==> config.mk <==
export PLATFORM = sky130hd
export DESIGN_NAME = mult_div_unit
export DESIGN_NICKNAME = d
export VERILOG_FILES = /design/src/rtl/mult_div_unit.sv
export SDC_FILE = /design/constraint.sdc
export NUM_CORES = 1
export LEC_CHECK = 0
export CORE_UTILIZATION = 30
export CTS_CLUSTER_SIZE = 30
export DETAILED_ROUTE_END_ITERATION = 8
export DONT_BUFFER_PORTS = 1
export GPL_ROUTABILITY_DRIVEN = 1
export SLEW_MARGIN = 10
export SYNTH_ARGS = -nofsm -noshare
export SYNTH_HDL_FRONTEND = slang
export SYNTH_SLANG_ARGS = --single-unit
==> constraint.sdc <==
create_clock -name CLK -period 8.6 [get_ports CLK]
set_input_delay 1.72 -clock CLK [delete_from_list [all_inputs] [get_ports CLK]]
set_output_delay 1.72 -clock CLK [all_outputs]
set_load 0.01 [all_outputs]
==> src/rtl/mult_div_unit.sv <==
// Iterative 32-bit multiply/divide unit feeding the HI/LO register pair.
// Shift-add multiply and restoring divide over a fixed 34-cycle sequence.
module mult_div_unit (
    input  logic        CLK,
    input  logic        reset,
    input  logic        start,
    input  logic [1:0]  op,
    input  logic [31:0] A,
    input  logic [31:0] B,
    input  logic        mthi,
    input  logic        mtlo,
    input  logic [31:0] wdata,
    output logic [31:0] HI,
    output logic [31:0] LO,
    output logic        busy,
    output logic        done
);

    typedef enum logic [1:0] {
        IDLE,
        RUN,
        FIX,
        DONE
    } state_t;

    state_t      state;
    logic [4:0]  cnt;
    logic [1:0]  op_q;
    logic        rsign;
    logic        dsign;
    logic        bzero;
    logic [31:0] araw;
    logic [31:0] opnd;
    logic [63:0] acc;

    logic        idle;
    logic        sgn;
    logic [31:0] a_mag;
    logic [31:0] b_mag;
    logic [32:0] msum;
    logic [32:0] trial;
    logic [63:0] acc_nx;
    logic [63:0] prod;
    logic [31:0] quo_f;
    logic [31:0] rem_f;
    logic [63:0] fix;

    assign idle = (state == IDLE) || (state == DONE);
    assign sgn  = ~op[0];

    always_comb begin
        a_mag = A;
        b_mag = B;
        if (sgn && A[31]) a_mag = ~A + 32'd1;
        if (sgn && B[31]) b_mag = ~B + 32'd1;
    end

    // acc is {partial product, multiplier} for MUL, {remainder, quotient} for DIV
    always_comb begin
        msum  = {1'b0, acc[63:32]} + {1'b0, (acc[0] ? opnd : 32'd0)};
        trial = {1'b0, acc[62:31]} - {1'b0, opnd};
        if (!op_q[1])
            acc_nx = {msum, acc[31:1]};
        else if (trial[32])
            acc_nx = {acc[62:0], 1'b0};
        else
            acc_nx = {trial[31:0], acc[30:0], 1'b1};
    end

    always_comb begin
        prod  = acc;
        quo_f = acc[31:0];
        rem_f = acc[63:32];
        if (op_q == 2'b00 && rsign) prod  = ~acc + 64'd1;
        if (!op_q[0] && rsign)      quo_f = ~acc[31:0] + 32'd1;
        if (!op_q[0] && dsign)      rem_f = ~acc[63:32] + 32'd1;
        if (!op_q[1])
            fix = prod;
        else if (bzero)
            fix = {araw, 32'hFFFFFFFF};
        else
            fix = {rem_f, quo_f};
    end

    always_ff @(posedge CLK or posedge reset) begin
        if (reset) begin
            state <= IDLE;
            cnt   <= 5'd0;
            op_q  <= 2'd0;
            rsign <= 1'b0;
            dsign <= 1'b0;
            bzero <= 1'b0;
            araw  <= 32'd0;
            opnd  <= 32'd0;
            acc   <= 64'd0;
            HI    <= 32'd0;
            LO    <= 32'd0;
            busy  <= 1'b0;
            done  <= 1'b0;
        end else begin
            if (idle && mthi) HI <= wdata;
            if (idle && mtlo) LO <= wdata;
            case (state)
                IDLE, DONE: begin
                    done <= 1'b0;
                    if (start) begin
                        state <= RUN;
                        busy  <= 1'b1;
                        cnt   <= 5'd0;
                        op_q  <= op;
                        rsign <= sgn & (A[31] ^ B[31]);
                        dsign <= sgn & A[31];
                        bzero <= (B == 32'd0);
                        araw  <= A;
                        opnd  <= op[1] ? b_mag : a_mag;
                        acc   <= {32'd0, (op[1] ? a_mag : b_mag)};
                    end else begin
                        state <= IDLE;
                    end
                end
                RUN: begin
                    acc <= acc_nx;
                    cnt <= cnt + 5'd1;
                    if (cnt == 5'd31) state <= FIX;
                end
                FIX: begin
                    HI    <= fix[63:32];
                    LO    <= fix[31:0];
                    busy  <= 1'b0;
                    done  <= 1'b1;
                    state <= DONE;
                end
                default: state <= IDLE;
            endcase
        end
    end

endmodule

==> summary.txt <==
Detailed routing
  – First DRT Iteration DRCs: 1808
  – DRC Markers: 0
  – Vias per cell: 5.94
  – Routed WL: 69.0 mm
  – Via count: 16829
  – Wire per inst: 24.3 microns
  – Post-route ant nets: 0
  – Drt pass-1 iters: 6

Final layout
  – Final core occ: 33.0%
  – Layout cells sized above 1: 7.08%
  – Multi-input combinational cell area: 0.0112 sq mm
  – Synth-to-layout area growth: 8.39%
  – Fill cells: 5894
  – Storage cell area: 0.00516 sq mm
  – Layout Cells excl Fill: 2834
  – Layout Cell Area excl Fill: 0.0186 sq mm
  – Fin nets: 2237

Critical path
  – Setup CP Type: register to register
  – Worst EP required: 9.03 ns
  – Crit start category: register
  – CP max FO: 44
  – CP Capture Type: register
  – CP arrival: 4.67 ns

Logic synthesis
  – Post-synthesis cell type count: 71
  – Syn_nets: 2340
  – FF+latch count, synth: 206
  – Asr flop ratio synth: 100%
  – EDFF count, synth: 0
  – Mapped cell area: 0.0172 sq mm
  – Synth Instances: 2161
  – Avg Cell Area, Syn: 7.96 sq um
  – Syn. warnings: 0
  – Main synth FF type: dfrtp_1
  – Seq/Total Area, Yosys: 30.0%

Global routing
  – Largest net degree at the start of global routing: 132
  – Congestion Overflow GR: 0
  – Overall routing resource usage: 23.4%
  – First-pass GRT wire length: 102 mm
  – Initial antenna violation count: 4
  – Vias in the first global route: 15647

Die
  – Die W: 241 microns
  – Num rows: 87
  – Core area: 0.0565 sq mm
  – Io pins: 169
  – Die height: 241 microns
  – Die ar.: 0.0583 sq mm
  – Starting Density: 30.4%

Clock tree
  – Skew-Pair Late Insertion Delay: 0.57 ns
  – CTS H-Tree Depth: 1
  – Hold Buf Count CTS: 0
  – Postcts setup bufs: 0
  – Total CTS buffers: 25
  – Post-CTS sizing: 0
  – Clock tree root buffer cell: clkbuf_16
  – CTS Buffer Depth: 3
  – CTS Sinks: 206
  – CTS tree: done
  – Clock slew at reported path FFs: 0.06 ns

Timing
  – Final setup fails: 0
  – Final period util: 49.3%
  – Skew final: 0.0266 ns
  – Final worst-path setup slack: 4.36 ns
  – Minimum clock period after layout: 4.24 ns
  – Fin. max-slew vios: 0
  – Fin Setup TNS: 0 ns
  – RSZ-0062 raised after global routing: false
  – Slew at the pin with the worst max-slew slack: 1.17 ns
  – Fin. Hold Viols: 0
  – Slew margin rel.: 21.2%
  – Fin Hold WS: 0.480 ns
  – F_max: 236 MHz

Placed design
  – Port-buffer cells: 0
  – Setup slack at placement: 3.96 ns
  – Placed Area: 0.0177 sq mm
  – Dpl cells: 2787
  – Hpwl dp: 53.2 mm
  – Placer's final routability congestion estimate: 0.952

Worst hold path
  – Tightest Hold Check Type: register to register

Status
  – Outcome: finished clean

Power and ir drop
  – Power Dens Cells: 435 mW/mm^2
  – Leak pwr: 7.86 nW
  – Final Total Pwr: 8.11 mW
  – Max VDD drop: 0.200 mV

Run
  – Max-cap violations: 0
==> state kept, by name, indices dropped and copies added, names as in the netlist, 2 cells and up <==
register and flops:
acc 64, state 2, op_q 2, cnt 5
HI 32, LO 32, araw 32, opnd 32
==> cell usage in the layout (no fill, tap or decap), drive strengths merged, types with 34 or more instances in the layout <==
master and count:
a21oi 260, dfrtp 206, nor2 202, o21ai 183, nand2 177, xnor2 99
inv 79, ha 74, xor2 73, mux2i 68, a211oi 65, mux2 59
and3 51, nor3 48, a21o 34
==> where the power goes <==
group	total [mW]	switching [mW]	internal, mW
logic	4.63	2.91	1.71
clock network	1.19	0.484	0.702
registers	2.30	0.864	1.43
==> worst max-delay path, cell delays in order (launching register included) <==
cell,delay [ns]
dfrtp_1,0.57
inv_1,0.20
fa_1,0.48
nand2b_1,0.19
a21o_1,0.20
a211oi_1,0.38
o21ai_0,0.21
a31oi_1,0.29
a21bo_2,0.90
mux2_2,0.42
a22oi_1,0.15
o21ai_0,0.11
==> cell usage after synthesis (all sizes together), types with 51 or more instances <==
| master | number | share of area, % |
|---|---|---|
| a211oi | 65 | 2.8 |
| a21oi | 260 | 7.6 |
| and3 | 51 | 1.9 |
| clkbuf | 123 | 2.7 |
| dfrtp | 206 | 30 |
| ha | 74 | 5.4 |
| inv | 77 | 1.7 |
| mux2 | 59 | 3.9 |
| mux2i | 68 | 4.0 |
| nand2 | 177 | 3.9 |
| nor2 | 202 | 4.4 |
| o21ai | 183 | 5.3 |
| xnor2 | 99 | 5.0 |
| xor2 | 73 | 3.7 |
==> layer usage <==
layer  vias up  part of all wire (%)  global-route usage, %
met4         2                   3.2                   6.75
met5         -                 0.019                      0
met1      8121                    43                   33.0
met3       136                    12                   7.17
li1       7612                     -                      -
met2       958                    41                   34.2
==> worst paths after layout <==
check,start,end,slack [ns],depth (start not counted)
min in group asynchronous,reset,acc[9],1.15,1
max in group asynchronous,reset,op_q[1],5.73,2
max reg2reg,acc[32],acc[49],4.36,11
min,opnd[21],opnd[21],0.48,2
max,acc[32],acc[49],4.36,11
min reg2reg,opnd[21],opnd[21],0.48,2
==> cell families (layout without fill, tap and decap cells) <==
| group | Yosys count | after routing | synth area share, % |
|---|---|---|---|
| DFF | 206 | 206 | 30.0 |
| other | 0 | 1 | 0 |
| buffers and inverters | 228 | 144 | 5.25 |
| adders and majority gates | 76 | 76 | 5.62 |
| xor gates and xnor gates | 172 | 172 | 8.76 |
| and+or+nand+nor | 621 | 621 | 16.8 |
| AOI/OAI and AO/OA | 731 | 731 | 25.8 |
| muxes | 127 | 127 | 7.82 |
==> layout make-up <==
class	instances	area share (%)
multi-input combinational	1727	59.9
antenna	1	0.0134
clock buffer	31	3.75
tap	756	5.07
timing repair buffer	21	0.846
inverter	77	1.59
clock inverter	15	1.11
sequential	206	27.7
No activity file was read; power rests on OpenSTA's default activity.
